**src/rtl/vadd_rd_burst_issuer.sv**
```systemverilog
// AXI4 read-address burst issuer: splits (offset, size) into fixed-length AR bursts,
// limits bursts in flight to C_MAX_OUTSTANDING and pulses ctrl_done after the last RLAST.
module vadd_rd_burst_issuer #(
  parameter int C_ADDR_WIDTH      = 64,
  parameter int C_XFER_SIZE_WIDTH = 32,
  parameter int C_BYTES_PER_BEAT  = 64,
  parameter int C_BURST_LEN       = 16,
  parameter int C_MAX_OUTSTANDING = 16
) (
  input  logic                                   ap_clk,
  input  logic                                   ap_rst_n,
  input  logic                                   ctrl_start,
  input  logic [C_ADDR_WIDTH-1:0]                ctrl_addr_offset,
  input  logic [C_XFER_SIZE_WIDTH-1:0]           ctrl_xfer_size_in_bytes,
  output logic                                   ctrl_done,
  output logic                                   m_axi_arvalid,
  input  logic                                   m_axi_arready,
  output logic [C_ADDR_WIDTH-1:0]                m_axi_araddr,
  output logic [7:0]                             m_axi_arlen,
  input  logic                                   m_axi_rvalid,
  input  logic                                   m_axi_rready,
  input  logic                                   m_axi_rlast,
  output logic [2:0]                             dbg_state_o,
  output logic [$clog2(C_MAX_OUTSTANDING+1)-1:0] dbg_outstanding_o
);

  localparam int CW      = C_XFER_SIZE_WIDTH + 1;
  localparam int OW      = $clog2(C_MAX_OUTSTANDING + 1);
  localparam int BEAT_SH = $clog2(C_BYTES_PER_BEAT);
  localparam int LEN_SH  = $clog2(C_BURST_LEN);
  localparam logic [C_ADDR_WIDTH-1:0] BURST_BYTES = C_ADDR_WIDTH'(C_BURST_LEN * C_BYTES_PER_BEAT);
  localparam logic [OW-1:0]           MAX_OUT     = OW'(C_MAX_OUTSTANDING);
  localparam logic [7:0]              FULL_ARLEN  = 8'(C_BURST_LEN - 1);

  typedef enum logic [2:0] {S_IDLE, S_CALC, S_ISSUE, S_DRAIN, S_DONE} state_e;

  state_e                         state_q;
  logic [C_XFER_SIZE_WIDTH-1:0]   size_q;
  logic [C_ADDR_WIDTH-1:0]        araddr_q;
  logic [7:0]                     arlen_q;
  logic [7:0]                     last_arlen_q;
  logic                           arvalid_q;
  logic                           done_q;
  logic [OW-1:0]                  outstanding_q, outstanding_d;
  logic [CW-1:0]                  remaining_q, remaining_d;

  logic [CW-1:0] beats, bursts, beats_m1;
  logic [7:0]    last_arlen;
  logic          ar_hs, r_hs, busy, dec;

  // One extra bit of width keeps size + (bytes_per_beat-1) from wrapping at the top of the range.
  always_comb begin
    beats      = (CW'(size_q) + CW'(C_BYTES_PER_BEAT - 1)) >> BEAT_SH;
    bursts     = (beats + CW'(C_BURST_LEN - 1)) >> LEN_SH;
    beats_m1   = beats - CW'(1);
    last_arlen = 8'(beats_m1 & CW'(C_BURST_LEN - 1));
  end

  // AR transfers on a cycle with arvalid & arready high; arvalid/araddr/arlen are held
  // until that cycle. An RLAST counts only when rvalid & rready & rlast are all high.
  assign ar_hs = arvalid_q & m_axi_arready;
  assign r_hs  = m_axi_rvalid & m_axi_rready & m_axi_rlast;
  assign busy  = (state_q == S_CALC) || (state_q == S_ISSUE) || (state_q == S_DRAIN);
  assign dec   = r_hs & busy & (outstanding_q != '0);

  always_comb begin
    outstanding_d = outstanding_q;
    case ({ar_hs, dec})
      2'b10:   outstanding_d = outstanding_q + OW'(1);
      2'b01:   outstanding_d = outstanding_q - OW'(1);
      default: outstanding_d = outstanding_q;
    endcase
    remaining_d = ar_hs ? (remaining_q - CW'(1)) : remaining_q;
  end

  always_ff @(posedge ap_clk) begin
    if (!ap_rst_n) begin
      state_q       <= S_IDLE;
      size_q        <= '0;
      araddr_q      <= '0;
      arlen_q       <= '0;
      last_arlen_q  <= '0;
      arvalid_q     <= 1'b0;
      done_q        <= 1'b0;
      outstanding_q <= '0;
      remaining_q   <= '0;
    end else begin
      done_q        <= 1'b0;
      outstanding_q <= outstanding_d;
      remaining_q   <= remaining_d;
      if (ar_hs) begin
        araddr_q <= araddr_q + BURST_BYTES;
        arlen_q  <= (remaining_d == CW'(1)) ? last_arlen_q : FULL_ARLEN;
      end
      case (state_q)
        S_IDLE: begin
          if (ctrl_start) begin
            size_q   <= ctrl_xfer_size_in_bytes;
            araddr_q <= ctrl_addr_offset;
            state_q  <= S_CALC;
          end
        end
        S_CALC: begin
          remaining_q  <= bursts;
          last_arlen_q <= last_arlen;
          arlen_q      <= (bursts == CW'(1)) ? last_arlen : FULL_ARLEN;
          if (beats == '0) begin
            state_q <= S_DONE;
            done_q  <= 1'b1;
          end else begin
            state_q   <= S_ISSUE;
            arvalid_q <= 1'b1;
          end
        end
        S_ISSUE: begin
          // Credit is judged on next cycle's registered count, so a fresh RLAST frees it one cycle later.
          if (remaining_d == '0) begin
            state_q   <= S_DRAIN;
            arvalid_q <= 1'b0;
          end else begin
            arvalid_q <= (outstanding_d < MAX_OUT);
          end
        end
        S_DRAIN: begin
          if (outstanding_d == '0) begin
            state_q <= S_DONE;
            done_q  <= 1'b1;
          end
        end
        S_DONE:  state_q <= S_IDLE;
        default: state_q <= S_IDLE;
      endcase
    end
  end

  assign ctrl_done         = done_q;
  assign m_axi_arvalid     = arvalid_q;
  assign m_axi_araddr      = araddr_q;
  assign m_axi_arlen       = arlen_q;
  assign dbg_state_o       = state_q;
  assign dbg_outstanding_o = outstanding_q;

endmodule

```
**config.mk**
```make
export PLATFORM = sky130hd
export DESIGN_NAME = vadd_rd_burst_issuer
export DESIGN_NICKNAME = d
export VERILOG_FILES = /design/src/rtl/vadd_rd_burst_issuer.sv
export SDC_FILE = /design/constraint.sdc
export NUM_CORES = 1
export LEC_CHECK = 0
export CAP_MARGIN = 5
export CORE_ASPECT_RATIO = 1.4
export CORE_MARGIN = 2
export CORE_UTILIZATION = 56
export CTS_CLUSTER_SIZE = 25
export DETAILED_ROUTE_END_ITERATION = 8
export PLACE_DENSITY = 0.84
export SLEW_MARGIN = 0
export SYNTH_ARGS = -nofsm -noshare
export SYNTH_HDL_FRONTEND = slang
export SYNTH_SLANG_ARGS = --single-unit
export TNS_END_PERCENT = 10
```
**constraint.sdc**
```tcl
create_clock -name ap_clk -period 5.6 [get_ports ap_clk]
set_input_delay 0.84 -clock ap_clk [delete_from_list [all_inputs] [get_ports ap_clk]]
set_output_delay 0.84 -clock ap_clk [all_outputs]
set_load 0.01 [all_outputs]
```
==> results.toml <==
[status]
outcome = "completed"

[synth]
ys.warnings.count = 0
synth_flop_cell = "dfxtp_1"
syn_avg_cell_area_um2 = 7.714
async_flop_share_pct = 0
seq_area_frac_synth_pct = 34.25
synth-seq-cells = 147
yosys.cell_types.count = 71
synth_edf_count = 0
synth_area_um2 = 8593
syn_inst = 1114

[timing]
layout_min_cycle_time_ns = 3.961
rsz0062_at_grt = "no"
fmax_mhz = 252.5
finalSetupTns_ns = 0
final.period_utilization_pct = 70.73
final-hold-violation-count = 0
finalSetupViolCount = 0
worst_clock_skew_ns = 0.008256
tightestPinTransition_ns = 1.065
relSlewSlack_pct = 29.01
finalMaxSlewViolations = 0
postLayoutSetupSlackWorst_ns = 1.639
whs_ns = 0.4558

[power]
peakVddDrop_mv = 0.2229
leakage_nw = 3.871
fin_total_pwr_mw = 3.739
p_per_area_nw_per_um2 = 341.7

[worst_hold_path]
min_path_type = "register to register"
holdPathStages = 2

[routing]
dr.pass1.iters = 5
ant_nets = 0
drtIter0Drc = 632
viasPerCell = 5.932
drc = 0
routed_wl_um = 25230
wl_per_cell_um = 17.39
routed-via-count = 8607

[die]
die_x_um = 108.7
dieHeight_um = 150.6
core_um2 = 14990
ioPinCount = 185
fp-row-count = 53
start_util_pct = 57.34
die_area_um2 = 16370

[grt]
grt_pass1_wl_um = 40740
grt.overflow.total = 0
grt_max_degree = 144
antenna_found_initial = 0
grt_pass1_vias = 8358
grt_use_total_pct = 31.38

[setup_path]
crit_type = "primary input to register"
crit_chain = "clkdlybuf4s50_1 -> nand4b_1 -> a2111oi_0 -> o21ai_1 -> a2111oi_0 -> o2111ai_1 -> o41ai_1 -> a2bb2oi_1 -> nor3_1 -> a21oi_1"
crit_slowest_cell = "clkdlybuf4s50_1"
cp.required_ns = 5.90
crit_fanout = 13
cp.arrival_ns = 4.26
r2r_cells = 9
slowest_delay_ns = 0.58
critPathLaunchType = "primary input"
crit_path_end_kind = "register"
critical_path.most_common_cell = "a2111oi_0"

[layout]
final_common_cell = "clkdlybuf4s50_1"
drive_gt1_share_pct = 4.925
mostFrequentLayoutCells = "clkdlybuf4s50_1 (180), nand2_1 (156), dfxtp_1 (147)"
syn_to_final_growth_pct = 27.34
final_nets = 1357
layoutNonFillerInstCount = 1451
antennaDiodeCount = 0

[clock_network]
cts_tree = "yes"
post-cts-setup-buffer-count = 0
cts_hold_buf = 0
cts_root_buffer = "clkbuf_16"
post_cts_resized = 0
clk_pin_slew_ns = 0.06
clock_sinks = 147
cts_max_level = 4
ctsLongestPathBuffers = 2
clkLatencyLatePin_ns = 0.43
cts_buffers = 17

[placed_design]
place_inst = 1419
gp_congestion = 0.9561
place_hpwl_um = 18090
pre_cts_ws_ns = 1.255
portBuffers = 180

[run]
maxCapViolCount = 0
-- cells in the mapped netlist (4+ instances only) --
master / n / area, um^2
a2111oi_0: 7 / 61.31
and4_1: 8 / 70.07
a31oi_1: 6 / 37.54
o21ai_0: 35 / 175.2
ha_1: 7 / 87.58
a211oi_1: 59 / 442.9
xor2_1: 51 / 446.7
clkbuf_1: 57 / 214.0
nand2_1: 156 / 585.6
and3_1: 24 / 150.1
nand2b_1: 10 / 62.56
nor2_1: 134 / 503.0
nand4_1: 18 / 112.6
buf_2: 8 / 40.04
or2_2: 6 / 37.54
inv_1: 20 / 75.07
o41ai_1: 4 / 35.03
or3_1: 21 / 131.4
nor4_1: 19 / 118.9
and2_1: 8 / 50.05
nand4b_1: 6 / 52.55
a311oi_1: 11 / 96.34
o211ai_1: 4 / 30.03
dfxtp_1: 147 / 2943
mux2i_1: 6 / 60.06
or4_1: 5 / 37.54
a21oi_1: 70 / 350.3
buf_4: 8 / 60.06
o21ai_1: 4 / 20.02
xnor2_1: 55 / 481.7
nor3_1: 35 / 175.2
nand3_1: 42 / 210.2
-- critical path, delay by kind of cell --
kind | cells | cell delay [ns]
AND/OR/NAND/NOR | 2 | 0.69
buffers and inverters | 1 | 0.58
AO/OA/AOI/OAI | 7 | 2.14
-- power by group --
part | leakage (nW) | internal, mW | switching [mW] | total [mW]
clock | 0.260 | 0.625 | 0.462 | 1.09
sequential | 1.21 | 1.21 | 0.218 | 1.43
combinational | 2.40 | 0.556 | 0.671 | 1.23
total | 3.87 | 2.39 | 1.35 | 3.74
-- metrics by stage --
stage,area (um^2),util (%)
global placement,10390,69.31
floorplan,8605,-
global route,10940,73.02
CTS,10940,73.02
finish,10940,73.02
detailed placement,10390,69.31
-- kinds of logic after synthesis --
group | Yosys count | share of synthesized area (%)
mux | 6 | 0.6989
flops | 147 | 34.25
other cells | 1 | 0.04364
xor+xnor | 107 | 10.99
buf+inv | 96 | 4.674
compound gates | 232 | 18.27
fa+ha+maj | 8 | 1.252
simple gates | 517 | 29.82
-- state kept, by name, indices dropped and copies added, names as in the netlist --
signal,cells
last_arlen_q,4
remaining_q,33
size_q,32
m_axi_arlen,4
ctrl_done,1
dbg_state_o,3
dbg_outstanding_o,5
m_axi_araddr,64
m_axi_arvalid,1
-- area by class of cell --
type                       count  area (um^2)
clock buffer                  21        450.4
clock inverter                11        105.1
fill                        1251         4044
inverter                      20        76.32
multi-input combinational    874         5269
sequential                   147         2943
tap                          192        240.2
timing repair buffer         186         1859
-- worst paths after layout --
path	startpoint	end	slack (ns)
max	m_axi_arready	m_axi_arlen[2]$_SDFFE_PN0P_	1.64
min	m_axi_araddr[4]$_SDFFE_PN0P_	m_axi_araddr[4]$_SDFFE_PN0P_	0.46
max reg2reg	size_q[14]$_SDFFE_PN0P_	m_axi_arlen[3]$_SDFFE_PN0P_	1.72
min reg2reg	m_axi_araddr[4]$_SDFFE_PN0P_	m_axi_araddr[4]$_SDFFE_PN0P_	0.46
-- per-layer routing --
metal,routed length (um),track usage [%],part of all wire [%]
met1,9593,35.29,38
met2,13200,55.84,52
met3,1626,8.268,6.4
met4,811,12.31,3.2
met5,0,0,0
Power figures use the tool's default switching activity.
